File: config.mk
export PLATFORM = sky130hd
export DESIGN_NAME = partition_sweep_ctrl
export DESIGN_NICKNAME = d
export VERILOG_FILES = /design/src/rtl/partition_sweep_pkg.sv /design/src/rtl/popcount_xor.sv /design/src/rtl/partition_sweep_ctrl.sv
export SDC_FILE = /design/constraint.sdc
export NUM_CORES = 1
export LEC_CHECK = 0
export ABC_AREA = 1
export BUFFER_PORTS_ARGS = -buffer_cell sky130_fd_sc_hd__buf_2
export CAP_MARGIN = 30
export CORE_MARGIN = 1
export CORE_UTILIZATION = 54
export DETAILED_ROUTE_END_ITERATION = 6
export PLACE_DENSITY = 0.86
export SLEW_MARGIN = 0
export SYNTH_ARGS = -nofsm -noshare
export SYNTH_HDL_FRONTEND = slang
export SYNTH_SLANG_ARGS = --single-unit
File: constraint.sdc
create_clock -name clk -period 3.7 [get_ports clk]
set_input_delay 0.74 -clock clk [delete_from_list [all_inputs] [get_ports clk]]
set_output_delay 0.74 -clock clk [all_outputs]
set_load 0.05 [all_outputs]
File: src/rtl/partition_sweep_pkg.sv
// rtl/partition_sweep_pkg.sv - shared state type and width helpers for the partition sweep controller
package partition_sweep_pkg;

    typedef enum logic [2:0] {
        IDLE,
        APPLY,
        SAMPLE,
        EMIT,
        DONE
    } sweep_state_e;

    // Widths for the default 7-in/4-out partition; modules derive their own from parameters.
    localparam int NUM_IN_DEF  = 7;
    localparam int NUM_OUT_DEF = 4;
    localparam int CNT_W       = NUM_IN_DEF + 1;
    localparam int HD_W        = $clog2(NUM_OUT_DEF + 1);
    localparam int HDSUM_W     = NUM_IN_DEF + HD_W;

    function automatic int hd_width(input int num_out);
        return $clog2(num_out + 1);
    endfunction

endpackage

File: src/rtl/popcount_xor.sv
// rtl/popcount_xor.sv - Hamming distance between two words (XOR then population count)
module popcount_xor #(
    parameter int NUM_OUT = 4,
    parameter int HD_W    = $clog2(NUM_OUT + 1)
) (
    input  logic [NUM_OUT-1:0] a_i,
    input  logic [NUM_OUT-1:0] b_i,
    output logic [HD_W-1:0]    hd_o
);

    logic [NUM_OUT-1:0] diff;

    always_comb begin
        diff = a_i ^ b_i;
        hd_o = '0;
        for (int i = 0; i < NUM_OUT; i++) begin
            hd_o = hd_o + HD_W'(diff[i]);
        end
    end

endmodule

File: src/rtl/partition_sweep_ctrl.sv
// rtl/partition_sweep_ctrl.sv - exhaustive truth-table sweep of exact vs approximate partition with error metrics
module partition_sweep_ctrl
    import partition_sweep_pkg::*;
#(
    parameter int NUM_IN  = 7,
    parameter int NUM_OUT = 4,
    parameter int SETTLE  = 1
) (
    input  logic                                      clk,
    input  logic                                      rst,
    input  logic                                      start,
    input  logic                                      abort,
    output logic [NUM_IN-1:0]                         pi_o,
    input  logic [NUM_OUT-1:0]                        po_exact_i,
    input  logic [NUM_OUT-1:0]                        po_approx_i,
    output logic                                      rec_valid,
    input  logic                                      rec_ready,
    output logic [NUM_IN-1:0]                         rec_pattern,
    output logic [NUM_OUT-1:0]                        rec_po,
    output logic                                      rec_mismatch,
    output logic                                      busy,
    output logic                                      done,
    output logic [NUM_IN:0]                           err_count,
    output logic [NUM_IN+$clog2(NUM_OUT+1)-1:0]       hd_sum,
    output logic [$clog2(NUM_OUT+1)-1:0]              max_hd
);

    localparam int L_CNT_W   = NUM_IN + 1;
    localparam int L_HD_W    = hd_width(NUM_OUT);
    localparam int L_HDSUM_W = NUM_IN + L_HD_W;
    localparam logic [3:0] SETTLE_L = 4'(SETTLE);

    sweep_state_e           state_q;
    logic [NUM_IN-1:0]      pi_q;
    logic [3:0]             settle_q;
    logic                   rec_valid_q;
    logic [NUM_IN-1:0]      rec_pattern_q;
    logic [NUM_OUT-1:0]     rec_po_q;
    logic                   rec_mis_q;
    logic                   busy_q;
    logic                   done_q;
    logic [L_CNT_W-1:0]     err_q;
    logic [L_HDSUM_W-1:0]   hd_sum_q;
    logic [L_HD_W-1:0]      max_hd_q;
    logic [L_HD_W-1:0]      hd_d;

    popcount_xor #(
        .NUM_OUT (NUM_OUT),
        .HD_W    (L_HD_W)
    ) u_popcount_xor (
        .a_i  (po_exact_i),
        .b_i  (po_approx_i),
        .hd_o (hd_d)
    );

    always_ff @(posedge clk) begin
        if (rst) begin
            state_q       <= IDLE;
            pi_q          <= '0;
            settle_q      <= '0;
            rec_valid_q   <= 1'b0;
            rec_pattern_q <= '0;
            rec_po_q      <= '0;
            rec_mis_q     <= 1'b0;
            busy_q        <= 1'b0;
            done_q        <= 1'b0;
            err_q         <= '0;
            hd_sum_q      <= '0;
            max_hd_q      <= '0;
        end else begin
            done_q <= 1'b0;
            unique case (state_q)
                IDLE: begin
                    if (start) begin
                        err_q    <= '0;
                        hd_sum_q <= '0;
                        max_hd_q <= '0;
                        pi_q     <= '0;
                        settle_q <= SETTLE_L;
                        busy_q   <= 1'b1;
                        state_q  <= APPLY;
                    end
                end
                APPLY: begin
                    if (abort) begin
                        state_q <= IDLE;
                        busy_q  <= 1'b0;
                        pi_q    <= '0;
                    end else begin
                        settle_q <= settle_q - 4'd1;
                        if (settle_q == 4'd1) begin
                            state_q <= SAMPLE;
                        end
                    end
                end
                SAMPLE: begin
                    if (abort) begin
                        state_q <= IDLE;
                        busy_q  <= 1'b0;
                        pi_q    <= '0;
                    end else begin
                        err_q    <= err_q + L_CNT_W'(hd_d != '0);
                        hd_sum_q <= hd_sum_q + L_HDSUM_W'(hd_d);
                        if (hd_d > max_hd_q) begin
                            max_hd_q <= hd_d;
                        end
                        rec_pattern_q <= pi_q;
                        rec_po_q      <= po_approx_i;
                        rec_mis_q     <= (po_approx_i != po_exact_i);
                        rec_valid_q   <= 1'b1;
                        state_q       <= EMIT;
                    end
                end
                EMIT: begin
                    // Abort beats a coincident handshake; that record is treated as consumed.
                    if (abort) begin
                        state_q     <= IDLE;
                        busy_q      <= 1'b0;
                        rec_valid_q <= 1'b0;
                        pi_q        <= '0;
                    end else if (rec_ready) begin
                        rec_valid_q <= 1'b0;
                        if (pi_q == '1) begin
                            state_q <= DONE;
                            busy_q  <= 1'b0;
                            done_q  <= 1'b1;
                            pi_q    <= '0;
                        end else begin
                            pi_q     <= pi_q + NUM_IN'(1);
                            settle_q <= SETTLE_L;
                            state_q  <= APPLY;
                        end
                    end
                end
                DONE: begin
                    state_q <= IDLE;
                end
                default: begin
                    state_q <= IDLE;
                end
            endcase
        end
    end

    assign pi_o         = pi_q;
    assign rec_valid    = rec_valid_q;
    assign rec_pattern  = rec_pattern_q;
    assign rec_po       = rec_po_q;
    assign rec_mismatch = rec_mis_q;
    assign busy         = busy_q;
    assign done         = done_q;
    assign err_count    = err_q;
    assign hd_sum       = hd_sum_q;
    assign max_hd       = max_hd_q;

endmodule

==> results.md, run 1 <==
- RSZ-0062 raised after global routing: false
- Clk_lat worst skew: 0.30 ns
- Syn_nets: 389
- Diode count: 0
- Most used cell, CP: nand2_1
- Cell area after layout: 2950 sq um
- CTS Buf Count: 5
- Max-slew violations: 0
- Total Wirelength: 5340 um
- Die Wd: 70.7 um
- Root Buffer: clkbuf_8
- DR iter-0 viols: 111
- Crit path largest cell delay: 0.39 ns
- Post-synth top cells: 68 x nand2_1, 54 x nor2_1, 50 x dfxtp_1
- Total gr overflow: 0
- Most numerous cell in the Yosys netlist: nand2_1
- Setup Buffers After CTS: 0
- Max_cap viols: 0
- Failing checks: design-rule violations
- Final setup vio count: 0
- Min-Delay Path Class: reg2reg
- Post-DRT Antenna Nets: 0
- Gpl congestion: 0.838
- Main flop type after synthesis: dfxtp_1
- Area after DPL: 2850 sq um
- Total chip power: 1.30 mW
- Worst reg2reg endpoint: settle_q[2]
- EDFF count, synth: 0
- Input/output buffers: 55
- Status: complete, but fails checks
- Crit path required time: 3.94 ns
- Clk sink count: 50
- Synth top area share: 0.393
- Dpl cells: 461
- Count of final hold-check violations: 0
- Crit-path cells: buf_2 > xor2_1 > inv_1 > ha_1 > inv_1 > fa_1 > inv_1 > ha_1 > ha_1 > nand2_1 > inv_1 > a21oi_1 > nand2_1 > nand2_1 > nand2_1 > nand2_1 > nand2_1 > nor2_1
- Multi-input gate area: 1320 sq um
- Sequential Area: 1000 sq um
- Slew headroom: 0.633
- Comb pwr share: 0.299
- Crit Path Category: in2reg
- H-Tree Depth: 2
- Share of cells above drive strength 1: 0.201
- Pre-CTS WS: 0.365 ns
- CTS max path bufs: 2
- Final core utilization: 0.663
- FILL cells: 395
- Avg Cell Area, Syn: 7.06 sq um
- DIE AREA: 5000 sq um
- First-pass DRT Iterations: 6
- Crit. End Element: flop
- Synth area leader: dfxtp_1
- Synth cell types: 29
- Ys Warns: 0
- Max Freq: 332 MHz
- Dpl hpwl: 4060 um
- PostCTS Resize Cnt: 0
- Sequential fraction of the synthesis area: 0.393
- DRC: 4
- Synthesized flop and latch total: 50
- Peak VDD IR: 309 uV
- CP bufs+invs: 5
- Core area: 4440 sq um
- Cell Area, Synth: 2550 sq um
- Fin crit share: 0.815
- Net Sw Power: 464 uW
- Hold path depth: 2
- Clock share of power: 0.248
- Initial antenna violation count: 0
- Largest net degree at the start of global routing: 21
- Reg2reg start: pi_o[1]
- Final setup margin: 0.684 ns
- P_leak: 1.44 nW
- TNS Setup: 0 ns
- DR WL/cell: 11.4 um
- Layout Cells excl Fill: 469
- Worst Clk Skew: 0.00823 ns
- Vias per std cell: 5.13
- Measured slew at the worst slew-check pin: 0.549 ns
- Hold_ws: 0.462 ns
- Layout area overhead: 15.5%
- CTS tree: built
- GRT Total Usage: 0.226
- Delay-heaviest family, CP: adder cells
- Slowest-stage cell, CP: fa_1
- Crit path depth: 18
- Int Power: 840 uW
- WP data arrival: 3.26 ns
- Sequential Power Share: 0.453
- Crit start category: primary input
- Hold wc startpoint: busy
- Mapped Cells: 361
- CTS Hold Buffers Added: 0
- Global-route wire length before repair: 9110 um
- Post-synth ARST share: 0
- Fin crit period: 3.02 ns
- Vias: 2408
- Initial Utilization: 0.574
- Vias in the first global route: 2162
- Max Fanout on Critical Path: 5
- Worst-path clk slew: 0.09 ns
- Die Y: 70.7 um
- Fin nets: 444
- I/O pin cnt: 56
- Switch share: 0.356
- Power Density: 443 nW/um^2
- R2R depth: 9
- # rows: 24
- Hold endpoint: busy
- R2R setup slack: 1.84 ns
- Synth top area cells: dfxtp_1 39%, nand2_1 10%, nor2_1 7.9%, a21oi_1 6.7%, ha_1 6.4%
[registers in the layout, summed over array words and instances (netlist names)]
signal and cells:
pi_o 7, done 1, max_hd 3, settle_q 4, state_q 3, rec_pattern 7
rec_mismatch 1, hd_sum 10, rec_po 4, busy 1, err_count 8, rec_valid 1
[worst max-delay path by stage]
stage	startpoint	end	slack, ns
floorplan	po_approx_i[0]	hd_sum[9]	0.71
global route	po_approx_i[0]	max_hd[2]	0.45
finish	po_approx_i[0]	max_hd[0]	0.68
global placement	po_approx_i[0]	max_hd[2]	0.47
CTS	po_approx_i[0]	max_hd[0]	0.69
detailed placement	po_approx_i[0]	max_hd[0]	0.37
[power groups by stage]
stage               Clock (mW)  Sequential [mW]  Combinational (mW)
floorplan                    0            0.664               0.251
global placement             0            0.602               0.376
detailed placement           0            0.603               0.386
CTS                      0.335            0.591               0.388
global route             0.357            0.596               0.439
finish                   0.324            0.591               0.390
[worst register-to-register path, cell delays in order, from the launching register on]
cell     delay, ns
dfxtp_1       0.42
ha_1          0.24
nand3_1       0.09
inv_1         0.12
nand4_1       0.21
nor2_1        0.23
nor2_2        0.11
a21oi_1       0.20
nand2_1       0.08
nor2_1        0.09
[cell type report]
| class | count | area share |
|---|---|---|
| inverter | 49 | 0.0624 |
| tap | 52 | 0.0221 |
| sequential | 50 | 0.340 |
| multi-input combinational | 254 | 0.447 |
| timing repair buffer | 56 | 0.0960 |
| clock buffer | 6 | 0.0280 |
| clock inverter | 2 | 0.00425 |
[per-layer routing]
layer | GRT usage | wire (um) | up-vias
met3 | 0.0427 | 207 | 12
li1 | - | - | 1270
met2 | 0.403 | 2600 | 56
met4 | 0.0889 | 108 | 0
met1 | 0.268 | 2420 | 1070
met5 | 0 | 0 | -
[layout by cell type (no fill, tap or decap)]
cell type   count
nor3_2          1
nor2_1         54
a31oi_1         2
or2_2           1
a21o_1          2
nor2_4          1
nand3_1        21
clkbuf_8        6
o21ai_1         4
ha_1           13
dfxtp_1        50
a21oi_1        34
nand2_1        68
nand4_1         7
o21ai_0        24
a32oi_1         1
a41oi_1         1
clkinv_2        1
xnor2_1         3
clkinvlp_4      1
buf_4           1
nor3_1          4
xor2_1          2
nand2_2         3
inv_1          41
buf_2          55
nand3b_2        1
inv_2           8
nor2_2          5
fa_1            2
[kinds of logic (layout without fill, tap and decap cells)]
kind of cell	count (synthesis)	count (layout)	synth area share
AOI/OAI and AO/OA	68	68	0.139
DFF	50	50	0.393
adders and majority gates	15	15	0.0795
xor gates and xnor gates	5	5	0.0172
buffers and inverters	57	113	0.0908
and+or+nand+nor	166	166	0.281
(Power assumes the default switching activity.)
==> run 2, diff against run 1 <==
Clock period 3.7 ns to 3 ns, I/O delays scaled along.
==> run 2 against run 1 <==
Net effect: the run still ends with design-rule violations left; power up 27%; register-to-register slack lost 0.69 ns; sequential share of layout area is 0.65 points lower; first-iteration DRC count up 7.2%; cell area is 2.0% higher; clock power is 26% higher; utilization grew 1.3 points; sequential power rose by 24%; via count increased by 1.1%; critical path type unchanged; largest cell class unchanged; highest routed layer unchanged.
==> results.md, run 2 (synthesis gave the netlist of run 1 again) <==
- Diode count: 0 (unchanged)
- Switch share: 0.358 (+0.00168)
- First-pass DRT Iterations: 6 (unchanged)
- Max Freq: 353 MHz
- P_leak: 1.48 nW (+2.2%)
- Peak VDD IR: 343 uV (+11%)
- Slew headroom: 0.686 (+0.0528)
- Status: complete, but fails checks
- CTS Buf Count: 5 (unchanged)
- Gpl congestion: 0.844 (+0.73%)
- Total chip power: 1.65 mW (+27%)
- R2R setup slack: 1.15 ns (-0.69 ns)
- Vias per std cell: 5.11 (-0.41%)
- Vias in the first global route: 2210 (+2.2%)
- Clock share of power: 0.246 (-0.002)
- DR WL/cell: 11.5 um (+0.76%)
- GRT Total Usage: 0.228 (+0.00168)
- Dpl hpwl: 4160 um (+2.4%)
- Count of final hold-check violations: 0 (unchanged)
- CTS Hold Buffers Added: 0 (unchanged)
- R2R depth: 11 (+2)
- Initial antenna violation count: 0 (unchanged)
- Sequential Area: 1000 sq um (unchanged)
- # rows: 24 (unchanged)
- Crit Path Category: in2reg
- Worst-path clk slew: 0.09 ns (about the same)
- CTS tree: built
- Dpl cells: 468 (+1.5%)
- Total Wirelength: 5460 um (+2.3%)
- Die Wd: 70.7 um (unchanged)
- I/O pin cnt: 56 (unchanged)
- Fin nets: 451 (+1.6%)
- Worst Setup SP: po_approx_i[0]
- DIE AREA: 5000 sq um (unchanged)
- Die Y: 70.7 um (unchanged)
- Crit path required time: 3.24 ns (-0.70 ns)
- Sequential Power Share: 0.442 (-0.011)
- Largest net degree at the start of global routing: 20 (-4.8%)
- Fin crit share: 0.943
- Crit. End Element: flop
- Most frequent cells in the layout: 67 x nand2_1, 55 x buf_2, 54 x nor2_1
- Worst Clk Skew: 0.00829 ns (+0.0000549 ns)
- Global-route wire length before repair: 9320 um (+2.2%)
- Max reg flops: 10 (unchanged)
- Max-slew violations: 0 (unchanged)
- Reg2reg start: state_q[0]
- Clk_lat worst skew: 0.30 ns (about the same)
- WP data arrival: 3.07 ns (-0.19 ns)
- Crit start category: primary input
- Share of cells above drive strength 1: 0.219 (+0.0179)
- Multi-input gate area: 1320 sq um (+0.38%)
- Leading cell type in the layout, fill and taps excluded: nand2_1
- CP endpoint: max_hd[0]
- Layout area overhead: 17.8%
- DRC: 4 (unchanged)
- Int Power: 1.06 mW (+26%)
- Min-Delay Path Class: reg2reg
- CTS max path bufs: 2 (unchanged)
- Input/output buffers: 55 (unchanged)
- Worst reg2reg endpoint: pi_o[4]
- Power Density: 551 nW/um^2 (+24%)
- Final setup vio count: 0 (unchanged)
- Root Buffer: clkbuf_8
- DR iter-0 viols: 119 (+7.2%)
- Fin crit period: 2.83 ns
- FILL cells: 397 (+0.51%)
- Clk sink count: 50 (unchanged)
- Initial Utilization: 0.574 (unchanged)
- Measured slew at the worst slew-check pin: 0.470 ns (-0.0792 ns)
- Total gr overflow: 0 (unchanged)
- Post-DRT Antenna Nets: 0 (unchanged)
- Vias: 2434 (+1.1%)
- H-Tree Depth: 2 (unchanged)
- Max Fanout on Critical Path: 5 (unchanged)
- Net Sw Power: 591 uW (+27%)
- Layout Cells excl Fill: 476 (+1.5%)
- Max_cap viols: 0 (unchanged)
- Comb pwr share: 0.312 (+0.013)
- Failing checks: design-rule violations
- Core area: 4440 sq um (unchanged)
run 2: changes by cell type in the layout (fill, tap and decap cells not counted):
| cell | previous run | this run |
|---|---|---|
| buf_4 | 1 | 8 |
| ha_1 | 13 | 12 |
| ha_2 | 0 | 1 |
| nand2_1 | 68 | 67 |
| nand2_2 | 3 | 4 |
run 2: repair_timing:
action,CTS,global route
endpoints found under the setup margin,0,2
buffers inserted,0,0
resized for setup,0,2
run 2: worst min path at each step:
stage,start,to,slack (ns),cells past startpoint
floorplan,settle_q[3],settle_q[3],0.47,2
global placement,busy,busy,0.45,2
detailed placement,busy,busy,0.47,2
CTS,busy,busy,0.48,2
global route,busy,busy,0.50,2
finish,busy,busy,0.48,2
run 2: final cells by class:
class	instances	share of cell area
Timing Repair Buffer	63	0.112
Tap cell	52	0.0217
Sequential cell	50	0.333
Clock inverter	2	0.00417
Inverter	49	0.0612
Clock buffer	6	0.0275
Multi-Input combinational cell	254	0.440
run 2: power by group through the flow:
stage	registers (mW)	logic (mW)	clock network, mW
6_report	0.730	0.517	0.407
5_1_grt	0.735	0.583	0.444
3_5_place_dp	0.745	0.508	0
3_3_place_gp	0.743	0.489	0
4_1_cts	0.730	0.511	0.417
2_1_floorplan	0.818	0.309	0
run 2: critical path, cell delays in order:
cell     delay (ns)
buf_2          0.11
xor2_1         0.17
inv_1          0.07
ha_1           0.28
inv_1          0.05
fa_1           0.37
inv_1          0.10
ha_2           0.32
ha_1           0.31
nand2_1        0.06
inv_1          0.04
a21oi_1        0.14
nand2_1        0.07
nand2_1        0.10
nand2_2        0.09
nand2_1        0.06
nand2_1        0.04
nor2_1         0.08
run 2: per-layer routing:
layer | GRT usage | routed length, um | vias to the layer above
met5 | 0 | 0 | -
met4 | 0.0600 | 41 | 0
met3 | 0.0470 | 242 | 5
met2 | 0.402 | 2670 | 54
met1 | 0.283 | 2510 | 1087
li1 | - | - | 1288
run 2: stage by stage:
step                      cell area, sq um  utilization  TNS, ns  worst slack, ns  hold WS (ns)
final                                 3000        0.676        0            0.170         0.481
after global routing                  3000        0.676  -0.0211          -0.0136         0.503
after CTS                             3000        0.675        0            0.163         0.483
after detailed placement              2900        0.653    -1.39           -0.155         0.465
after global placement                2900        0.653   -0.102          -0.0316         0.454
after floorplan                       2550            -        0            0.154         0.475
==> run 3, diff against run 2 <==
==> constraint.sdc (replaced) <==
create_clock -name clk -period 3 [get_ports clk]
set_input_delay 0 -clock clk [delete_from_list [all_inputs] [get_ports clk]]
set_output_delay 0 -clock clk [all_outputs]
set_load 0.05 [all_outputs]
==> run 3 against run 2 <==
Net effect: the flow still finishes with violations (design-rule violations); cell count is 0.42% lower; critical path depth is 1 higher; setup slack worse by 0.021 ns; combinational power is 3% lower; maximum frequency is 0.74% lower; clock power hardly changed; via count is 1.7% higher; utilization is 0.11 points higher; sequential power hardly changed; register-to-register slack worse by 0.02 ns; worst hold slack worse by 0.44 ns; critical endpoint unchanged.
==> results.md, run 3 (synthesis gave the netlist of run 1 again) <==
- Status: complete, but fails checks
- Failing checks: design-rule violations
- Slew headroom: 0.628 (-0.0583)
- DIE AREA: 5000 sq um (unchanged)
- DR WL/cell: 12.1 um (+5.2%)
- Die Wd: 70.7 um (unchanged)
- Most used cell, CP: nand2_1
- Root Buffer: clkbuf_8
- Reg2reg start: state_q[0]
- P_leak: 1.46 nW (-0.82%)
- Post-DRT Antenna Nets: 0 (unchanged)
- Count of final hold-check violations: 0 (unchanged)
- Hold endpoint: settle_q[1]
- Measured slew at the worst slew-check pin: 0.558 ns (+0.0873 ns)
- Hold path depth: 2 (unchanged)
- Crit. End Element: flop
- Total Wirelength: 5720 um (+4.7%)
- CP bufs+invs: 6 (+1)
- WP data arrival: 3.10 ns (+0.03 ns)
- Worst Clk Skew: 0.0104 ns (+0.00209 ns)
- Initial antenna violation count: 0 (unchanged)
- Leading cell type in the layout, fill and taps excluded: nand2_1
- Gpl congestion: 0.838 (-0.73%)
- Vias: 2476 (+1.7%)
- Fin nets: 449 (-0.44%)
- Power Density: 544 nW/um^2 (-1.1%)
- Fin crit share: 0.950 (+0.00701)
- DR iter-0 viols: 153 (+29%)
- Initial Utilization: 0.574 (unchanged)
- CTS tree: built
- Clk_lat worst skew: 0.31 ns (about the same)
- Input/output buffers: 55 (unchanged)
- Layout area overhead: 18.0%
- DRC: 4 (unchanged)
- Hold_ws: 0.0372 ns (-0.444 ns)
- Worst reg2reg endpoint: pi_o[4]
- Share of cells above drive strength 1: 0.206 (-0.0132)
- H-Tree Depth: 2 (unchanged)
- Crit start category: primary input
- RSZ-0062 raised after global routing: false
- Die Y: 70.7 um (unchanged)
- Core area: 4440 sq um (unchanged)
- TNS Setup: 0 ns (unchanged)
- Crit path depth: 19 (+1)
- GRT Total Usage: 0.239 (+0.0113)
- Global-route wire length before repair: 9640 um (+3.5%)
- Crit-path cells: dlygate4sd3_1 > buf_2 > xor2_2 > inv_1 > ha_1 > inv_1 > fa_1 > inv_1 > ha_2 > ha_1 > nand2_1 > inv_1 > a21oi_1 > nand2_1 > nand2_1 > nand2_2 > nand2_1 > nand2_1 > nor2_1
- # rows: 24 (unchanged)
- Max_cap viols: 0 (unchanged)
- Worst-path clk slew: 0.09 ns (about the same)
- Slowest-stage cell, CP: dlygate4sd3_1
- First-pass DRT Iterations: 6 (unchanged)
- Crit Path Category: in2reg
- Max reg flops: 10 (unchanged)
- Total chip power: 1.64 mW (-0.98%)
- Diode count: 0 (unchanged)
- Area after DPL: 2850 sq um (-1.8%)
- Crit path largest cell delay: 0.54 ns (+0.17 ns)
- R2R setup slack: 1.13 ns (-0.02 ns)
- CTS Buf Count: 5 (unchanged)
- Max Freq: 351 MHz (-0.74%)
- Total gr overflow: 0 (unchanged)
- Crit path required time: 3.25 ns (about the same)
- Vias in the first global route: 2316 (+4.8%)
- Fin crit period: 2.85 ns (+0.0210 ns)
- Largest net degree at the start of global routing: 21 (+5.0%)
- Cell area after layout: 3010 sq um (+0.17%)
- Min-Delay Path Class: in2reg
- Clk sink count: 50 (unchanged)
- FILL cells: 380 (-4.3%)
- Peak VDD IR: 323 uV (-5.8%)
- I/O pin cnt: 56 (unchanged)
- Setup Buffers After CTS: 0 (unchanged)
- Most frequent cells in the layout: 67 x nand2_1, 55 x buf_2, 54 x nor2_1
- Hold wc startpoint: rst
- Final setup vio count: 0 (unchanged)
- R2R depth: 11 (unchanged)
- Vias per std cell: 5.22 (+2.2%)
- Max-slew violations: 0 (unchanged)
- Max Fanout on Critical Path: 5 (unchanged)
- CTS max path bufs: 2 (unchanged)
- Delay-heaviest family, CP: adder cells
- Dpl hpwl: 4120 um (-0.85%)
## run 3: cell type report
type | instances | area [sq um] | share of cell area
multi-input combinational | 254 | 1330 | 0.442
sequential | 50 | 1000 | 0.333
timing repair buffer | 61 | 333 | 0.111
inverter | 49 | 184 | 0.0611
clock buffer | 6 | 82.6 | 0.0275
tap | 52 | 65.1 | 0.0216
clock inverter | 2 | 12.5 | 0.00416
## run 3: stage by stage
step | cells | utilization | worst slack [ns]
3_3_place_gp | 461 | 0.641 | 0.512
6_report | 474 | 0.677 | 0.149
3_5_place_dp | 461 | 0.641 | 0.404
4_1_cts | 474 | 0.674 | 0.160
5_1_grt | 474 | 0.677 | 0.00567
2_1_floorplan | 361 | - | 0.754
## run 3: metal layers
metal	vias to the layer above	wire, um	global-route usage
li1	1280	-	-
met2	62	2880	0.443
met5	-	0	0
met4	0	84	0.0867
met3	8	284	0.0541
met1	1126	2470	0.266
## run 3: worst max path at each step
| stage | slack (ns) | end | startpoint |
|---|---|---|---|
| floorplan | 0.75 | hd_sum[9] | po_approx_i[0] |
| global placement | 0.51 | max_hd[2] | po_approx_i[0] |
| detailed placement | 0.40 | max_hd[0] | po_approx_i[0] |
| CTS | 0.16 | max_hd[0] | po_approx_i[0] |
| global route | 0.006 | max_hd[0] | po_approx_i[0] |
| finish | 0.15 | max_hd[0] | po_approx_i[0] |
## run 3: what timing repair did
action                                  CTS  global route
hold endpoints to repair                  5             0
hold buffers                              5             0
gates resized for setup                   0             3
endpoints found under the setup margin    0             4
## run 3: where the power goes
group | leakage (nW) | internal (mW) | switching, mW
sequential | 0.405 | 0.699 | 0.0295
clock | 0.0472 | 0.186 | 0.222
combinational | 1.01 | 0.161 | 0.340
